File: src/rtl/gbf_load_seq.sv
// Global-buffer load sequencer: steers one valid/ready word stream into NUM_CH
// buffers, either channel by channel or broadcast to every enabled channel.
module gbf_load_seq #(
    parameter  int NUM_CH     = 4,
    parameter  int DATA_WIDTH = 32,
    parameter  int ADDR_WIDTH = 12,
    parameter  int LEN_WIDTH  = 13,
    localparam int CH_W       = (NUM_CH > 1) ? $clog2(NUM_CH) : 1
) (
    input  logic                           clk,
    input  logic                           rst,
    input  logic                           cfg_wr,
    input  logic [CH_W-1:0]                cfg_ch,
    input  logic [ADDR_WIDTH-1:0]          cfg_base,
    input  logic [LEN_WIDTH-1:0]           cfg_len,
    input  logic                           cfg_en,
    input  logic                           start,
    input  logic                           bcast,
    input  logic                           abort,
    output logic                           busy,
    output logic                           done,
    input  logic                           in_vld,
    output logic                           in_rdy,
    input  logic [DATA_WIDTH-1:0]          in_dat,
    input  logic [NUM_CH-1:0]              gbf_val,
    output logic [NUM_CH-1:0]              gbf_enwr,
    output logic [NUM_CH*ADDR_WIDTH-1:0]   gbf_addrwr,
    output logic [NUM_CH*DATA_WIDTH-1:0]   gbf_datwr
);

    typedef enum logic [1:0] {S_IDLE, S_SEL, S_LOAD, S_FIN} state_t;

    state_t                 state_q;
    logic [ADDR_WIDTH-1:0]  base_q [NUM_CH];
    logic [LEN_WIDTH-1:0]   len_cfg_q [NUM_CH];
    logic [NUM_CH-1:0]      en_q;
    logic [CH_W:0]          cur_q;      // one spare bit so cur can step past the last channel
    logic [LEN_WIDTH-1:0]   cnt_q;
    logic [LEN_WIDTH-1:0]   len_q;
    logic                   bcast_q;
    logic [NUM_CH-1:0]      enwr_q;

    logic [CH_W-1:0]        cur_ch;
    logic [NUM_CH-1:0]      qual;
    logic [NUM_CH-1:0]      wr_sel;
    logic                   sel_found, nxt_found, bc_found;
    logic [CH_W-1:0]        sel_idx, bc_idx;
    logic                   all_rdy, accept, last_word;

    assign cur_ch    = cur_q[CH_W-1:0];
    assign all_rdy   = &(gbf_val | ~en_q);
    assign in_rdy    = (state_q == S_LOAD) && !abort && (bcast_q ? all_rdy : gbf_val[cur_ch]);
    assign accept    = in_vld && in_rdy;
    assign last_word = (cnt_q == len_q - LEN_WIDTH'(1));
    assign busy      = (state_q != S_IDLE);
    assign done      = (state_q == S_FIN);
    assign gbf_enwr  = enwr_q;

    // Lowest qualifying channel at/after cur, whether one exists strictly after
    // cur, and the lowest enabled channel (broadcast length source).
    always_comb begin
        sel_found = 1'b0;
        sel_idx   = '0;
        nxt_found = 1'b0;
        bc_found  = 1'b0;
        bc_idx    = '0;
        for (int k = NUM_CH - 1; k >= 0; k--) begin
            if (qual[k] && ((CH_W+1)'(k) >= cur_q)) begin
                sel_found = 1'b1;
                sel_idx   = CH_W'(k);
            end
            if (qual[k] && ((CH_W+1)'(k) > cur_q)) begin
                nxt_found = 1'b1;
            end
            if (en_q[k]) begin
                bc_found = 1'b1;
                bc_idx   = CH_W'(k);
            end
        end
    end

    // Last word of the final channel jumps straight to FIN so done lines up
    // with the final write instead of trailing it by a SEL bubble.
    always_ff @(posedge clk or posedge rst) begin
        if (rst) begin
            state_q <= S_IDLE;
            cur_q   <= '0;
            cnt_q   <= '0;
            len_q   <= '0;
            bcast_q <= 1'b0;
            enwr_q  <= '0;
            en_q    <= '0;
            for (int k = 0; k < NUM_CH; k++) begin
                base_q[k]    <= '0;
                len_cfg_q[k] <= '0;
            end
        end else begin
            enwr_q <= wr_sel;
            if (cfg_wr && state_q == S_IDLE) begin
                base_q[cfg_ch]    <= cfg_base;
                len_cfg_q[cfg_ch] <= cfg_len;
                en_q[cfg_ch]      <= cfg_en;
            end
            if (abort) begin
                state_q <= S_IDLE;
                cur_q   <= '0;
            end else begin
                case (state_q)
                    S_IDLE: begin
                        if (start) begin
                            state_q <= S_SEL;
                            bcast_q <= bcast;
                            cur_q   <= '0;
                        end
                    end
                    S_SEL: begin
                        cnt_q <= '0;
                        if (bcast_q) begin
                            if (bc_found && len_cfg_q[bc_idx] != '0) begin
                                len_q   <= len_cfg_q[bc_idx];
                                state_q <= S_LOAD;
                            end else begin
                                state_q <= S_FIN;
                            end
                        end else if (sel_found) begin
                            cur_q   <= {1'b0, sel_idx};
                            len_q   <= len_cfg_q[sel_idx];
                            state_q <= S_LOAD;
                        end else begin
                            state_q <= S_FIN;
                        end
                    end
                    S_LOAD: begin
                        if (accept) begin
                            cnt_q <= cnt_q + LEN_WIDTH'(1);
                            if (last_word) begin
                                if (!bcast_q && nxt_found) begin
                                    cur_q   <= cur_q + (CH_W+1)'(1);
                                    state_q <= S_SEL;
                                end else begin
                                    state_q <= S_FIN;
                                end
                            end
                        end
                    end
                    S_FIN: begin
                        state_q <= S_IDLE;
                        cur_q   <= '0;
                    end
                    default: state_q <= S_IDLE;
                endcase
            end
        end
    end

    genvar gi;
    generate
        for (gi = 0; gi < NUM_CH; gi++) begin : g_ch
            logic [ADDR_WIDTH-1:0] addr_q;
            logic [DATA_WIDTH-1:0] dat_q;

            assign qual[gi]   = en_q[gi] && (len_cfg_q[gi] != '0);
            assign wr_sel[gi] = accept && (bcast_q ? en_q[gi] : (cur_ch == CH_W'(gi)));

            // Address wraps modulo the buffer size; idle channels hold their last values.
            always_ff @(posedge clk or posedge rst) begin
                if (rst) begin
                    addr_q <= '0;
                    dat_q  <= '0;
                end else if (wr_sel[gi]) begin
                    addr_q <= base_q[gi] + ADDR_WIDTH'(cnt_q);
                    dat_q  <= in_dat;
                end
            end

            assign gbf_addrwr[gi*ADDR_WIDTH +: ADDR_WIDTH] = addr_q;
            assign gbf_datwr[gi*DATA_WIDTH +: DATA_WIDTH]  = dat_q;
        end
    endgenerate

endmodule

File: config.mk
export PLATFORM = sky130hd
export DESIGN_NAME = gbf_load_seq
export DESIGN_NICKNAME = d
export VERILOG_FILES = /design/src/rtl/gbf_load_seq.sv
export SDC_FILE = /design/constraint.sdc
export NUM_CORES = 1
export LEC_CHECK = 0
export ABC_AREA = 1
export BUFFER_PORTS_ARGS = -buffer_cell sky130_fd_sc_hd__clkbuf_2
export CORE_ASPECT_RATIO = 0.75
export CORE_UTILIZATION = 62
export DETAILED_ROUTE_END_ITERATION = 8
export GPL_TIMING_DRIVEN = 1
export PLACE_DENSITY = 0.86
export SETUP_SLACK_MARGIN = 0.1
export SYNTH_ARGS = -nofsm -noshare
export SYNTH_HDL_FRONTEND = slang
export SYNTH_SLANG_ARGS = --single-unit
File: constraint.sdc
create_clock -name clk -period 23.5 [get_ports clk]
set_input_delay 4.7 -clock clk [delete_from_list [all_inputs] [get_ports clk]]
set_output_delay 4.7 -clock clk [all_outputs]
set_load 0.1 [all_outputs]
==> Word level (Yosys, flattened, before mapping) <==
Index checks and enable logic that the tools add are counted.
{ "op_classes": {"n_addsub": 7, "magnitude_cmp": 15, "eq_ne": 15, "muxes": 64, "bitwise": 6, "n_reduce_logical": 42} }
{ "op_table": {"columns": ["operator", "n"], "rows": [
  ["13-bit two-way mux", 9],
  ["13-bit nonzero test", 5],
  ["13-bit binary-select mux with 2-bit select", 2],
  ["52-bit bitwise mux", 1],
  ["12-bit adder", 4],
  ["48-bit bitwise mux", 1],
  ["2-bit two-way mux", 14],
  ["13-bit demux with 2-bit select", 1],
  ["13-bit one-hot mux with 2 select lines", 1],
  ["12-bit demux with 2-bit select", 1],
  ["1-bit logical AND", 24],
  ["1-bit two-way mux", 21],
  ["3-bit two-way mux", 7],
  ["3-bit inequality test (second input constant)", 5],
  ["13-bit by 1-bit adder with 13-bit output (second input constant)", 1],
  ["13-bit equality test", 1],
  ["13-bit by 1-bit subtractor with 13-bit output (second input constant)", 1],
  ["12-bit two-way mux", 1],
  ["3-bit one-hot mux with 4 select lines", 1],
  ["3-bit greater-or-equal comparator (second input constant)", 3],
  ["2-bit NOT with 3-bit output", 3],
  ["3-bit AND reduction", 3],
  ["2-bit equality test (second input constant)", 4],
  ["2-bit one-hot mux with 4 select lines", 1],
  ["other kinds (23)", 34]
]} }
{ "totals": {"regBits": 316, "inputBits": 71, "output_inout_bits": 183, "elab_cells": 172} }

==> Depth between registers and ports, before layout <==
{ "depth": {"ltp_word": 14, "depth_mapped": 18, "mapped_depth_nobuf": 18} }

==> Least setup slack after synthesis <==
Ideal clock, no wire load.
{ "synth_path": {"path_kind": "input -> output", "startpoint": "input port gbf_val[1]", "endpoint": "output port in_rdy", "arrival_ns": 5.754, "t_required_ns": 18.800, "setup_slack_ns": 13.046, "cell_stages": 5, "path_buffers": 0, "cell_sequence": "inv_1 > nand2_1 > o21ai_0 > o21ai_1 > and3_1"} }
{ "synth_between": {"elab_chain_len": 4, "word_cells_on_any_way": 6, "classes_between": "mux (3); bitwise (1); reduce/logical (2)"} }
{ "synth_lines": {"columns": ["item", "line_no", "text"], "rows": [
  ["start: declaration", "25", "input logic [NUM_CH-1:0] gbf_val,"],
  ["1-bit binary-select mux with 2-bit select or 4-bit bitwise OR (tied branches)", "52, 51", null],
  ["1-bit two-way mux (not written as such) or 4-bit AND reduction (tied branches)", "52, 51", null],
  ["1-bit two-way mux *", "52", "assign in_rdy = (state_q == S_LOAD) && !abort && (bcast_q ? all_rdy : gbf_val[cur_ch]);"],
  ["1-bit logical AND *", "52", null],
  ["end: declaration", "23", "output logic in_rdy,"]
]} }
Every way passes the cells marked *; elsewhere a longest branch is shown, timed or not. The select of a mux whose other input is x is not followed.

==> Worst setup path after layout <==
Ends and elaborated chain as after synthesis.

==> qor.yml <==
outcome: "complete, no violations"
synth_fp_nets: 2100
grtUsageTotal: 0.354
cap_violations: 0
start_kind: "primary input"
diodes: 0
slew_headroom: 0.129
numCtsBuffers: 30
hp-start: "g_ch[3].addr_q[3]$_DFFE_PP0P_"
timing.final.crit_share: 0.448
synth_flop_cell: "dfrtp_1"
ctsHoldBuffers: 0
cp-startpoint: "gbf_val[1]"
grt_max_degree: 116
vias: 14800
synth.area.top_cells: "dfrtp_1 50%, nand2_1 14%, o21ai_0 9.4%"
yosys.area.top_type: "dfrtp_1"
cts_tree: "done"
io_buffers: 253
cts_num_sinks: 316
arrival_ns: 5.84
worst_pin_slew_ns: 1.30
final_util: 0.735
dp_hpwl_um: 31400
r2r_slack_ns: 19.05
setup_viol: 0
synth_edf_count: 0
yosysSeqAreaShare: 0.499
fmax_mhz: 94.9
worstHoldPathType: "flip-flop to flip-flop"
synth_top_area_frac: 0.499
ant_nets: 0
place.gp.congestion: 0.975
setup_tns_ns: 0
drc: 0
clock_latency_ns: 0.56
drtIter0Drc: 1612
wl_um: 46100
ys_ff_latch: 316
crit_fanout: 2
fp.dieW_um: 187
io_pins: 254
dr.pass1.iters: 6
antenna_found_initial: 0
final_cell_mix: "588 x nand2_1, 316 x dfrtp_1, 297 x o21ai_0"
finalNetCount: 2317
vias_per_cell: 5.82
first_global_vias: 14000
post_cts.repair.setup_buffers: 0
worstSetupPathType: "primary input to primary output"
ys_types: 39
period_minus_slack_ns: 10.54
hold_viol: 0
layout_commonest_cell: "nand2_1"
start_util: 0.633
multi_input_area_um2: 7000
core_um2: 25000
finClkSkew_ns: 0.0104
wl_per_cell_um: 18.1
rsz0062_at_grt: "false"
htree_levels: 1
grt_pass1_wl_um: 74200
end_kind: "primary output"
place_ws_ns: 12.96
die_h_um: 140
crit_required_ns: 18.80
cts-root-buf: "clkbuf_16"
ys_warn_count: 0
synth-async-reset-ratio: 1.00
fin_ws_ns: 12.96
cts_resized: 0
regArea_um2: 7910
die_area_um2: 26200
synth_area_per_cell_um2: 8.04
netlist_area_um2: 15800
gr-total-overflow: 0
drv_slew: 0
std_cell_rows: 50
area_delta_synth_final_pct: 16.1
clk_pin_slew_ns: 0.06
n_fill_cell: 1872
clk_path_buf_depth: 3
synthCells: 1970
r2r-start: "len_cfg_q[42]$_DFFE_PP0P_"
drive_above_1_share: 0.153
routing by layer:
metal / vias to the layer above / GRT usage / part of all wire
met2: 829 / 0.536 / 0.44
li1: 6881 / - / -
met4: 0 / 0.103 / 0.028
met1: 7013 / 0.520 / 0.42
met5: - / 0 / 0
met3: 101 / 0.0729 / 0.11
through the flow:
stage | instance area, µm² | std cells | hold slack (ns)
detailed placement | 17300 | 2493 | 0.472
floorplan | 15800 | 1970 | 0.459
finish | 18400 | 2549 | 0.484
global route | 18400 | 2549 | 0.499
global placement | 17300 | 2493 | 0.464
CTS | 18400 | 2549 | 0.488
logic make-up (layout without fill, tap and decap cells):
logic type | after synthesis | in the layout | share of synthesized area
adder cells (fa/ha/maj) | 59 | 59 | 0.0485
AO/OA/AOI/OAI | 385 | 385 | 0.126
buffers and inverters | 238 | 479 | 0.0599
AND/OR/NAND/NOR | 929 | 929 | 0.242
flip-flops | 316 | 316 | 0.499
XOR/XNOR | 43 | 43 | 0.0238
state kept, by name, summed over array words and instances (netlist names):
| register | flops |
|---|---|
| state_q | 2 |
| en_q | 4 |
| g_ch.dat_q | 128 |
| cur_q | 3 |
| bcast_q | 1 |
| g_ch.addr_q | 48 |
| cnt_q | 13 |
| gbf_enwr | 4 |
| len_cfg_q | 52 |
| base_q | 48 |
| len_q | 13 |
critical path: stages:
cell	delay [ns]
clkbuf_2	0.08
inv_1	0.04
nand2_1	0.05
o21ai_0	0.09
o21ai_1	0.17
and3_1	0.21
clkbuf_2	0.48
worst paths after layout:
| path | end | cells after the start |
|---|---|---|
| worst max-delay path | in_rdy | 7 |
| worst min-delay path | g_ch[3].addr_q[3]$_DFFE_PP0P_ | 2 |
| worst max register to register | len_q[5]$_DFFE_PP0P_ | 12 |
| worst min register to register | g_ch[3].addr_q[3]$_DFFE_PP0P_ | 2 |
| max in group asynchronous | g_ch[3].dat_q[9]$_DFFE_PP0P_ | 4 |
| min in group asynchronous | g_ch[0].addr_q[7]$_DFFE_PP0P_ | 2 |
final cells by class:
| type | count | share of cell area |
|---|---|---|
| clock buffers | 40 | 0.0473 |
| clock inverters | 16 | 0.0129 |
| inverters | 158 | 0.0327 |
| multi-input cells | 1416 | 0.381 |
| flip-flops and latches | 316 | 0.430 |
| well taps | 338 | 0.0230 |
| repair buffers | 265 | 0.0737 |
cells in the mapped netlist (6+ instances only):
| cell type | instances |
|---|---|
| xnor2_1 | 18 |
| xor2_1 | 25 |
| a21oi_1 | 60 |
| buf_2 | 18 |
| nand4_1 | 9 |
| a31oi_1 | 6 |
| a21o_1 | 8 |
| o21ai_0 | 297 |
| nor3_1 | 16 |
| nor2_1 | 96 |
| nand2_1 | 592 |
| inv_1 | 153 |
| clkbuf_1 | 54 |
| nand3_1 | 201 |
| dfrtp_1 | 316 |
| ha_1 | 55 |
Power is not shown: default switching activity piles up to over one toggle a cycle in this logic, so the estimate is an artifact.
